--- src/rtl/wb_stage_if.sv ---
// Data-memory read-return bus seen by the writeback stage.
interface wb_stage_if #(
  parameter int XLEN = 32
);
  logic            dm_rvalid;
  logic [XLEN-1:0] dm_rdata;

  modport master (
    output dm_rvalid,
    output dm_rdata
  );

  modport slave (
    input dm_rvalid,
    input dm_rdata
  );
endinterface

--- src/rtl/wb_stage.sv ---
// MEM/WB pipeline register and writeback select with variable-latency
// load return, load buffering, byte/half extraction and retire counter.
module wb_stage #(
  parameter int XLEN  = 32,
  parameter int CNT_W = 64
) (
  input  logic             clk,
  input  logic             rst,
  input  logic             mem_valid,
  input  logic             mem_RegWrite,
  input  logic             mem_MemtoReg,
  input  logic [2:0]       mem_funct3,
  input  logic [4:0]       mem_rd,
  input  logic [XLEN-1:0]  mem_alu_out,
  wb_stage_if.slave        dm,
  input  logic             stall_in,
  output logic             load_stall,
  output logic             WB_RegWrite,
  output logic [4:0]       WB_Write_reg,
  output logic [XLEN-1:0]  WB_Write_data,
  output logic [CNT_W-1:0] retire_count
);

  typedef enum logic [1:0] {
    IDLE = 2'd0,
    WAIT = 2'd1,
    HELD = 2'd2
  } state_t;

  state_t state_q, state_d;

  logic            is_load;
  logic            advance;
  logic            capture;
  logic [XLEN-1:0] ld_buf_q, ld_buf_d;
  logic [XLEN-1:0] word;
  logic [XLEN-1:0] ld_data;
  logic [7:0]      byte_s;
  logic [15:0]     half_s;

  logic             we_q, we_d;
  logic [4:0]       rd_q, rd_d;
  logic [XLEN-1:0]  data_q, data_d;
  logic [CNT_W-1:0] cnt_q, cnt_d;

  assign is_load = mem_valid & mem_MemtoReg;

  always_ff @(posedge clk or posedge rst) begin
    if (rst) begin
      state_q <= IDLE;
    end else begin
      state_q <= state_d;
    end
  end

  always_comb begin
    state_d = state_q;
    unique case (state_q)
      IDLE: begin
        if (is_load & ~dm.dm_rvalid) begin
          state_d = WAIT;
        end else if (is_load & dm.dm_rvalid & stall_in) begin
          state_d = HELD;
        end
      end
      WAIT: begin
        if (is_load & dm.dm_rvalid) begin
          state_d = stall_in ? HELD : IDLE;
        end
      end
      HELD: begin
        if (advance) begin
          state_d = IDLE;
        end
      end
      default: state_d = IDLE;
    endcase
  end

  // Stall never looks at stall_in, so advance has no comb loop.
  always_comb begin
    load_stall = is_load & (state_q != HELD) & ~dm.dm_rvalid;
    advance    = ~stall_in & ~load_stall;
    capture    = is_load & dm.dm_rvalid & stall_in
               & (state_q != HELD);
  end

  always_comb begin
    word    = (state_q == HELD) ? ld_buf_q : dm.dm_rdata;
    byte_s  = word[7:0];
    unique case (mem_alu_out[1:0])
      2'd0: byte_s = word[7:0];
      2'd1: byte_s = word[15:8];
      2'd2: byte_s = word[23:16];
      2'd3: byte_s = word[31:24];
      default: byte_s = word[7:0];
    endcase
    half_s  = mem_alu_out[1] ? word[31:16] : word[15:0];
    ld_data = word;
    unique case (mem_funct3)
      3'b000:  ld_data = {{24{byte_s[7]}}, byte_s};
      3'b001:  ld_data = {{16{half_s[15]}}, half_s};
      3'b100:  ld_data = {24'd0, byte_s};
      3'b101:  ld_data = {16'd0, half_s};
      default: ld_data = word;
    endcase
  end

  always_comb begin
    ld_buf_d = capture ? dm.dm_rdata : ld_buf_q;
    we_d     = 1'b0;
    rd_d     = rd_q;
    data_d   = data_q;
    cnt_d    = cnt_q;
    if (advance) begin
      we_d   = mem_valid & mem_RegWrite & (mem_rd != 5'd0);
      rd_d   = mem_rd;
      data_d = mem_MemtoReg ? ld_data : mem_alu_out;
      cnt_d  = cnt_q + {{(CNT_W-1){1'b0}}, mem_valid};
    end
  end

  always_ff @(posedge clk or posedge rst) begin
    if (rst) begin
      ld_buf_q <= '0;
      we_q     <= 1'b0;
      rd_q     <= '0;
      data_q   <= '0;
      cnt_q    <= '0;
    end else begin
      ld_buf_q <= ld_buf_d;
      we_q     <= we_d;
      rd_q     <= rd_d;
      data_q   <= data_d;
      cnt_q    <= cnt_d;
    end
  end

  assign WB_RegWrite   = we_q;
  assign WB_Write_reg  = rd_q;
  assign WB_Write_data = data_q;
  assign retire_count  = cnt_q;

endmodule

--- src/flat_wrapper.sv ---
// flat-port wrapper written by rule: the top's interface ports become plain ports
module wb_stage_flat 
#(
  parameter int XLEN  = 32,
  parameter int CNT_W = 64
)
  (clk, rst, mem_valid, mem_RegWrite, mem_MemtoReg, mem_funct3, mem_rd, mem_alu_out, stall_in, load_stall, WB_RegWrite, WB_Write_reg, WB_Write_data, retire_count, dm_dm_rvalid, dm_dm_rdata);
  wb_stage_if #(.XLEN(XLEN)) dm_i ();
  input  logic clk;
  input  logic rst;
  input  logic mem_valid;
  input  logic mem_RegWrite;
  input  logic mem_MemtoReg;
  input  logic [2:0] mem_funct3;
  input  logic [4:0] mem_rd;
  input  logic [XLEN-1:0] mem_alu_out;
  input  logic stall_in;
  output logic load_stall;
  output logic WB_RegWrite;
  output logic [4:0] WB_Write_reg;
  output logic [XLEN-1:0] WB_Write_data;
  output logic [CNT_W-1:0] retire_count;
  input wire logic [$bits(dm_i.dm_rvalid)-1:0] dm_dm_rvalid;
  input wire logic [$bits(dm_i.dm_rdata)-1:0] dm_dm_rdata;
  assign dm_i.dm_rvalid = dm_dm_rvalid;
  assign dm_i.dm_rdata = dm_dm_rdata;
  wb_stage #(.XLEN(XLEN), .CNT_W(CNT_W)) u_core (.clk(clk), .rst(rst), .mem_valid(mem_valid), .mem_RegWrite(mem_RegWrite), .mem_MemtoReg(mem_MemtoReg), .mem_funct3(mem_funct3), .mem_rd(mem_rd), .mem_alu_out(mem_alu_out), .dm(dm_i), .stall_in(stall_in), .load_stall(load_stall), .WB_RegWrite(WB_RegWrite), .WB_Write_reg(WB_Write_reg), .WB_Write_data(WB_Write_data), .retire_count(retire_count));
endmodule
--- config.mk ---
export PLATFORM = sky130hd
export DESIGN_NAME = wb_stage_flat
export DESIGN_NICKNAME = d
export VERILOG_FILES = /design/src/rtl/wb_stage_if.sv /design/src/rtl/wb_stage.sv /design/src/flat_wrapper.sv
export SDC_FILE = /design/constraint.sdc
export NUM_CORES = 1
export LEC_CHECK = 0
export CAP_MARGIN = 15
export CORE_ASPECT_RATIO = 1.75
export CORE_MARGIN = 2
export CORE_UTILIZATION = 45
export CTS_BUF_LIST = sky130_fd_sc_hd__clkbuf_8
export CTS_CLUSTER_DIAMETER = 100
export CTS_CLUSTER_SIZE = 14
export DETAILED_ROUTE_END_ITERATION = 10
export GPL_TIMING_DRIVEN = 1
export PLACE_DENSITY = 0.73
export SYNTH_ARGS = -nofsm -noshare
export SYNTH_HDL_FRONTEND = slang
export SYNTH_SLANG_ARGS = --single-unit
export TNS_END_PERCENT = 50
--- constraint.sdc ---
create_clock -name clk -period 5.8 [get_ports clk]
set_clock_uncertainty 0.1 [all_clocks]
set_input_delay 1.74 -clock clk [delete_from_list [all_inputs] [get_ports clk]]
set_output_delay 1.74 -clock clk [all_outputs]
set_load 0.02 [all_outputs]
# After elaboration in Yosys (flattened, before gate mapping)
# Cells that the tools add are included.
[classes] addsub=1 mux=12 reduce_logical=5 eq_ne=12 bitwise=13
[op_table] operator="one-hot mux 32 bit (4 select lines)" count=1
[op_table] operator="adder 64 x 1 -> 64 bit" count=1
[op_table] operator="two-way mux 32 bit" count=2
[op_table] operator="one-hot mux 8 bit (4 select lines)" count=1
[op_table] operator="two-way mux 16 bit" count=1
[op_table] operator="bitwise AND 1 bit" count=10
[op_table] operator="two-way mux 2 bit" count=5
[op_table] operator="equality test 2 bit, second input constant" count=3
[op_table] operator="equality test 3 bit, second input constant" count=2
[op_table] operator="one-hot mux 2 bit (3 select lines)" count=1
[op_table] operator="nonzero test 5 bit" count=1
[op_table] operator="equality test 2 x 1 -> 1 bit, second input constant" count=2
[op_table] operator="zero test 2 bit" count=2
[op_table] operator="!= test 2 x 1 -> 1 bit, second input constant" count=2
[op_table] operator="equality test 3 x 1 -> 1 bit, second input constant" count=1
[op_table] operator="zero test 3 bit" count=1
[op_table] operator="!= test 3 x 1 -> 1 bit, second input constant" count=1
[op_table] operator="inverter 1 bit" count=3
[op_table] operator="AND reduction 3 bit" count=1
[op_table] operator="!= test 2 bit, second input constant" count=1
[op_table] operator="two-way mux 1 bit" count=1
[totals] out_inout_bits=103 ff_bits=136 in_bits=79

# Logic depth before layout (Yosys ltp)
# Gate-level depths: netlist of run 1.
[logic_depth] ltp_word=7 ltp_mapped=8 mapped_depth_nobuf=7

# Worst setup path after synthesis of run 1
# No wires, ideal clock.
[synth_timing] path_type="input -> output" start="in mem_MemtoReg" end="out load_stall" setup_slack_ns=1.308 path_buffers=1 t_arrival_ns=2.652 required_time_ns=3.960 cell_stages=3 path_cell_list="clkbuf_1 > nand2_1 > nor3_1"
[synth_via] elab_chain_cells=3
[synth_rtl] element="start, declared" line="flat_wrapper.sv:13" text="input logic mem_MemtoReg;"
[synth_rtl] element="bitwise AND 1 bit" line="wb_stage.sv:46" text="assign is_load = mem_valid & mem_MemtoReg;"
[synth_rtl] element="bitwise AND 1 bit (2 in series)" line="wb_stage.sv:82" text="load_stall = is_load & (state_q != HELD) & ~dm.dm_rvalid;"
[synth_rtl] element="end, declared" line="flat_wrapper.sv:18" text="output logic load_stall;"
# Every way passes these cells.

# Final worst setup path of run 1
[layout_timing] start="in mem_valid" end="out load_stall"
[layout_via] elab_chain_cells=3
[layout_rtl] element="start, declared" line="flat_wrapper.sv:11" text="input logic mem_valid;"
[layout_rtl] element="bitwise AND 1 bit" line="wb_stage.sv:46"
[layout_rtl] element="bitwise AND 1 bit (2 in series)" line="wb_stage.sv:82"
# Every way passes these cells.

==> metrics.md, run 1 <==
| Metric | Value |
|---|---|
| Grt total ovfl | `0` |
| Hold Violations, Final | `0` |
| RSZ-0062 raised after global routing | `no` |
| Routability cong. | `0.862` |
| Power, Total | `2.44 mW` |
| Multi-input gate area | `0.00320 sq mm` |
| Yosys cell types | `50` |
| Fmax | `0.192 GHz` |
| Die ar. | `0.0161 sq mm` |
| Clock latency at the later pin of the worst-skew pair | `0.44 ns` |
| Share of cells above drive strength 1 | `11.3%` |
| GRT Total Usage | `24.7%` |
| # setup viols final | `0` |
| Crit start category | `primary input` |
| Hold WC Path Type | `reg -> reg` |
| Static Leakage | `4.04 nW` |
| Max-slew violation count | `0` |
| Main flop type after synthesis | `dfrtp_1` |
| Port Buffers | `181` |
| WP data arrival | `3.36 ns` |
| Status | `finished clean` |
| P per Cell Area | `266 mW/mm^2` |
| WP data required | `3.96 ns` |
| Post-synthesis cell count | `660` |
| CTS Buffer Depth | `2` |
| Post-synthesis register bit count | `136` |
| CP Class | `in -> out` |
| Post-Syn Area | `0.00680 sq mm` |
| CTS Hold Bufs | `0` |
| EDFF count, synth | `0` |
| Clock Sinks | `136` |
| Synthesis-to-layout area growth | `35.1%` |
| Critical path endpoint category | `output pin` |
| H-tree depth | `4` |
| Die Span X | `96.9 microns` |
| # DRC | `0` |
| Syn Nets | `741` |
| Routed wire length | `19800 microns` |
| CTS tree | `yes` |
| Total setup buffers inserted after CTS | `0` |
| Post-CTS sizing | `0` |
| # IOs | `182` |
| Row count | `59` |
| Clock transition at the registers of the reported paths | `0.09 ns` |
| Commonest non-fill, non-tap cell in the layout | `clkdlybuf4s50_1` |
| Ant diodes | `0` |
| Vias per Instance | `5.64` |
| Routed Antenna Nets | `0` |
| Worst vdd ir | `162 uV` |
| First-pass GRT wire length | `31300 microns` |
| Syn. warnings | `0` |
| Vias in the first global route | `6064` |
| Setup_tns | `0 ns` |
| Register area share after synthesis | `50.1%` |
| Post-Syn Area per Cell | `10.3 sq um` |
| Critical path peak fanout | `4` |
| Placeable Area | `0.0148 sq mm` |
| Drt first pass iters | `5` |
| Starting Density | `45.8%` |
| Tcrit/Tclk final | `89.6%` |
| Largest net degree at the start of global routing | `76` |
| Dpl hpwl | `14800 microns` |
| Slew @ Worst Pin | `0.900 ns` |
| Initial drt markers | `271` |
| Storage element area | `0.00340 sq mm` |
| Num CTS Buffers | `17` |
| Worst slew margin | `39.8%` |
| Filler instances | `1244` |
| Drt wl/cell | `19.2 microns` |
| Ys async rst share | `100%` |
| Root Driver | `clkbuf_8` |
| Die Span Y | `167 microns` |
| Max reg flops | `64` |
| Initial antenna violation count | `0` |
| Via count of the routed design | `5810` |
| Max cap viols | `0` |
| Crit path time final | `5.20 ns` |
| Final #Nets | `916` |
| Most frequent cells in the layout | `181 x clkdlybuf4s50_1, 136 x dfrtp_1, 56 x nand2_1` |
## report_power, final
group          internal (mW)  switching, mW  leakage [nW]
clock network          0.405          0.414         0.207
logic                  0.246          0.246          2.12
registers               1.05         0.0759          1.71
## synth_stat cells (2+ instances only)
cell type | n | area (sq um)
a211oi_1 | 7 | 52.6
a21oi_1 | 32 | 160
a221oi_1 | 8 | 70.1
and2_1 | 2 | 12.5
and3_1 | 10 | 62.6
and4_1 | 5 | 43.8
buf_1 | 2 | 7.51
buf_2 | 6 | 30.0
clkbuf_1 | 23 | 86.3
dfrtp_1 | 136 | 3400
ha_1 | 2 | 25.0
inv_1 | 13 | 48.8
mux2_2 | 45 | 507
mux2i_1 | 22 | 220
mux4_2 | 2 | 45.0
nand2_1 | 56 | 210
nand2b_1 | 16 | 100
nand3_1 | 29 | 145
nand4_1 | 16 | 100
nor2_1 | 50 | 188
nor2b_1 | 7 | 43.8
nor3_1 | 26 | 130
nor4_1 | 3 | 18.8
o21ai_0 | 22 | 110
o221ai_1 | 3 | 26.3
o22ai_1 | 11 | 68.8
o31ai_1 | 2 | 15.0
or3_1 | 20 | 125
or4_1 | 3 | 22.5
xnor2_1 | 33 | 289
xor2_1 | 29 | 254
## cell type report
cell class	instances	area share [%]
sequential	136	37.0
timing repair buffer	190	20.6
tap	183	2.49
multi-input combinational	477	34.8
clock inverter	14	1.77
inverter	13	0.558
clock buffer	18	2.70
## per-layer routing
layer  part of all wire, %  global-route usage [%]  wire length (microns)  vias to the layer above
li1                      -                       -                      -                     2685
met1                    35                    26.1                   7000                     2841
met2                    54                    44.6                  10800                      228
met3                   5.3                    5.54                   1060                       56
met4                   4.9                    14.0                    979                        0
met5                     0                       0                      0                        -
## critical path, cell delays in order
cell	delay, ns
clkdlybuf4s50_1	0.55
nand2_1	0.13
nor3_1	0.26
clkdlybuf4s50_1	0.67
## path summary, 6_finish.rpt
path | cells after the start | startpoint | slack [ns] | end
max | 4 | mem_valid | 0.60 | load_stall
min | 1 | u_core.retire_count[63] | 0.38 | u_core.retire_count[63]
max reg2reg | 8 | u_core.state_q[1] | 3.05 | u_core.WB_Write_data[18]
min reg2reg | 1 | u_core.retire_count[63] | 0.38 | u_core.retire_count[63]
max in group asynchronous | 3 | rst | 3.02 | u_core.WB_Write_data[4]
min in group asynchronous | 2 | rst | 1.67 | u_core.retire_count[35]
## metrics by stage
step                      worst slack [ns]  util, %  hold WS [ns]  cell area (sq um)  std cells
after floorplan                      0.321        -         0.343               6800        660
after global placement               0.648     59.1         0.362               8780        999
after detailed placement             0.599     59.1         0.376               8780        999
after CTS                            0.593     61.9         0.391               9190       1031
after global routing                 0.522     61.9         0.416               9190       1031
final                                0.604     61.9         0.382               9190       1031
## cell families (layout without fill, tap and decap cells)
| logic type | count (synthesis) | in the layout | share of synthesized area, % |
|---|---|---|---|
| multiplexers | 69 | 69 | 11.4 |
| flip-flops | 136 | 136 | 50.1 |
| XOR/XNOR | 62 | 62 | 7.99 |
| buffers and inverters | 47 | 235 | 2.89 |
| AND/OR/NAND/NOR | 253 | 253 | 19.1 |
| adder cells (fa/ha/maj) | 2 | 2 | 0.368 |
| AO/OA/AOI/OAI | 91 | 91 | 8.28 |
Power figures use the tool's default switching activity.
==> run 2: changes to the inputs <==
--- a/config.mk
+++ b/config.mk
@@ -9,7 +9,7 @@
 export CORE_ASPECT_RATIO = 1.75
 export CORE_MARGIN = 2
 export CORE_UTILIZATION = 45
-export CTS_BUF_LIST = sky130_fd_sc_hd__clkbuf_8
+export CTS_BUF_LIST = sky130_fd_sc_hd__clkbuf_16
 export CTS_CLUSTER_DIAMETER = 100
 export CTS_CLUSTER_SIZE = 14
 export DETAILED_ROUTE_END_ITERATION = 10
==> run 2 against run 1 <==
Non-clock buffer count did not move. Via count up 0.19%. Count of clock-buffer cells in the layout decreased by 1. First-iteration DRC count is 7.7% higher. Die area is the same. Setup slack lost 0.0086 ns. Critical path type unchanged. Largest power group unchanged.
==> metrics.md, run 2 (synthesis results as in run 1) <==
| Metric | Value |
|---|---|
| Static Leakage | `4.13 nW (+2.0%)` |
| Via count of the routed design | `5821 (+0.19%)` |
| Routability cong. | `0.862 (unchanged)` |
| WP data arrival | `3.36 ns (about the same)` |
| Vias per Instance | `5.65 (+0.19%)` |
| Initial antenna violation count | `0 (unchanged)` |
| Starting Density | `45.8% (unchanged)` |
| Worst slew margin | `39.7% (-0.11 points)` |
| Drt wl/cell | `19.3 microns (+0.24%)` |
| Critical R2R Launch | `u_core.retire_count[2]` |
| Final #Nets | `916 (unchanged)` |
| Clock Sinks | `136 (unchanged)` |
| # setup viols final | `0 (unchanged)` |
| Clock transition at the registers of the reported paths | `0.07 ns (-0.02 ns)` |
| Die Span X | `96.9 microns (unchanged)` |
| Grt total ovfl | `0 (unchanged)` |
| GRT Total Usage | `24.8% (+0.16 points)` |
| Die ar. | `0.0161 sq mm (unchanged)` |
| Largest net degree at the start of global routing | `76 (unchanged)` |
| CTS tree | `yes` |
| Routed wire length | `19900 microns (+0.24%)` |
| Slew @ Worst Pin | `0.901 ns (+0.00161 ns)` |
| Status | `finished clean` |
| Fmax | `0.192 GHz (-0.17%)` |
| Max-slew violation count | `0 (unchanged)` |
| Final Instance Area | `0.00937 sq mm (+2.0%)` |
| Post-CTS sizing | `0 (unchanged)` |
| Worst Hold Path EP | `u_core.retire_count[63]` |
| Setup_tns | `0 ns (unchanged)` |
| Commonest non-fill, non-tap cell in the layout | `clkdlybuf4s50_1` |
| H-tree depth | `4 (unchanged)` |
| Most frequent cells in the layout | `181 x clkdlybuf4s50_1, 136 x dfrtp_1, 56 x nand2_1` |
| Crit start category | `primary input` |
| Die Span Y | `167 microns (unchanged)` |
| Critical path endpoint category | `output pin` |
| Drt first pass iters | `5 (unchanged)` |
| RSZ-0062 raised after global routing | `no` |
| Root Driver | `clkbuf_16` |
| Row count | `59 (unchanged)` |
| Crit path time final | `5.20 ns (+0.00861 ns)` |
| Worst reg2reg setup slack | `3.04 ns (about the same)` |
| Dpl hpwl | `14800 microns (unchanged)` |
| Routed Antenna Nets | `0 (unchanged)` |
| Total setup buffers inserted after CTS | `0 (unchanged)` |
| R2R depth | `6 (-2)` |
| Post-DP Area | `0.00878 sq mm (unchanged)` |
| Placeable Area | `0.0148 sq mm (unchanged)` |
| Clock latency at the later pin of the worst-skew pair | `0.42 ns (-0.02 ns)` |
| CP Class | `in -> out` |
| CTS Buffer Depth | `2 (unchanged)` |
| Tcrit/Tclk final | `89.7% (+0.15 points)` |
| Num CTS Buffers | `17 (unchanged)` |
| First-pass GRT wire length | `31500 microns (+0.46%)` |
| Ant diodes | `0 (unchanged)` |
| Hold Violations, Final | `0 (unchanged)` |
| # DRC | `0 (unchanged)` |
| CTS Hold Bufs | `0 (unchanged)` |
| Synthesis-to-layout area growth | `37.8%` |
| # IOs | `182 (unchanged)` |
| Max cap viols | `0 (unchanged)` |
| Final core occ | `63.1% (+1.2 points)` |
| P per Cell Area | `290 mW/mm^2 (+9.1%)` |
| Initial drt markers | `292 (+7.7%)` |
| Worst hold start | `u_core.retire_count[63]` |
| Worst vdd ir | `185 uV (+14%)` |
| WP data required | `3.96 ns (about the same)` |
| Max reg flops | `64 (unchanged)` |
| Share of cells above drive strength 1 | `11.2% (-0.12 points)` |
| Hold WC Path Type | `reg -> reg` |
| Min-Delay Path Depth | `1 (unchanged)` |
| Critical path peak fanout | `4 (unchanged)` |
| Port Buffers | `181 (unchanged)` |
| Vias in the first global route | `6105 (+0.68%)` |
| Reg2reg end | `u_core.retire_count[48]` |
## run 2: changes by cell type in the layout (fill, tap and decap cells not counted)
cell / delta
clkbuf_8: -18
clkbuf_16: +17
clkinv_1: +1
## run 2: critical path, stage by stage
cell and delay (ns):
clkdlybuf4s50_1 0.56, nand2_1 0.14, nor3_1 0.26, clkdlybuf4s50_1 0.67
## run 2: area by class of cell
cell class | instances | area, sq um
sequential | 136 | 3400
clock buffer | 17 | 425
timing repair buffer | 190 | 1890
clock inverter | 15 | 166
multi-input combinational | 477 | 3200
fill | 1233 | 5470
tap | 183 | 229
inverter | 13 | 51.3
## run 2: metal layers
metal / vias to the layer above / GRT usage [%] / part of all wire (%)
met3: 65 / 6.04 / 4.9
met1: 2845 / 26.0 / 36
li1: 2685 / - / -
met2: 226 / 44.8 / 54
met5: - / 0 / 0
met4: 0 / 14.1 / 5.4
## run 2: stage by stage
| step | hold WS (ns) | instances | power [mW] | setup slack (ns) |
|---|---|---|---|---|
| finish | 0.378 | 1031 | 2.72 | 0.596 |
| global route | 0.412 | 1031 | 2.83 | 0.522 |
| detailed placement | 0.376 | 999 | 1.64 | 0.599 |
| CTS | 0.386 | 1031 | 2.74 | 0.593 |
| global placement | 0.362 | 999 | 1.62 | 0.648 |
| floorplan | 0.343 | 660 | 1.39 | 0.321 |
## run 2: how the worst max path moves through the flow
| stage | start | end | slack (ns) | cells after the start |
|---|---|---|---|---|
| final | mem_valid | load_stall | 0.60 | 4 |
| after global routing | mem_valid | load_stall | 0.52 | 4 |
| after CTS | mem_valid | load_stall | 0.59 | 4 |
| after detailed placement | mem_valid | load_stall | 0.60 | 4 |
| after global placement | mem_MemtoReg | load_stall | 0.65 | 4 |
| after floorplan | rst | u_core.WB_RegWrite | 0.32 | 1 |
## run 2: power by group
part / total (mW) / internal [mW] / switching (mW)
clock network: 1.09 / 0.643 / 0.451
logic: 0.490 / 0.246 / 0.244
registers: 1.13 / 1.06 / 0.0759
==> run 3: changes to the inputs <==
--- a/config.mk
+++ b/config.mk
@@ -18,4 +18,4 @@
 export SYNTH_ARGS = -nofsm -noshare
 export SYNTH_HDL_FRONTEND = slang
 export SYNTH_SLANG_ARGS = --single-unit
-export TNS_END_PERCENT = 50
+export TNS_END_PERCENT = 10
==> results of run 3 <==
Same layout as run 2: the final DEF is identical, and so are final timing and power.
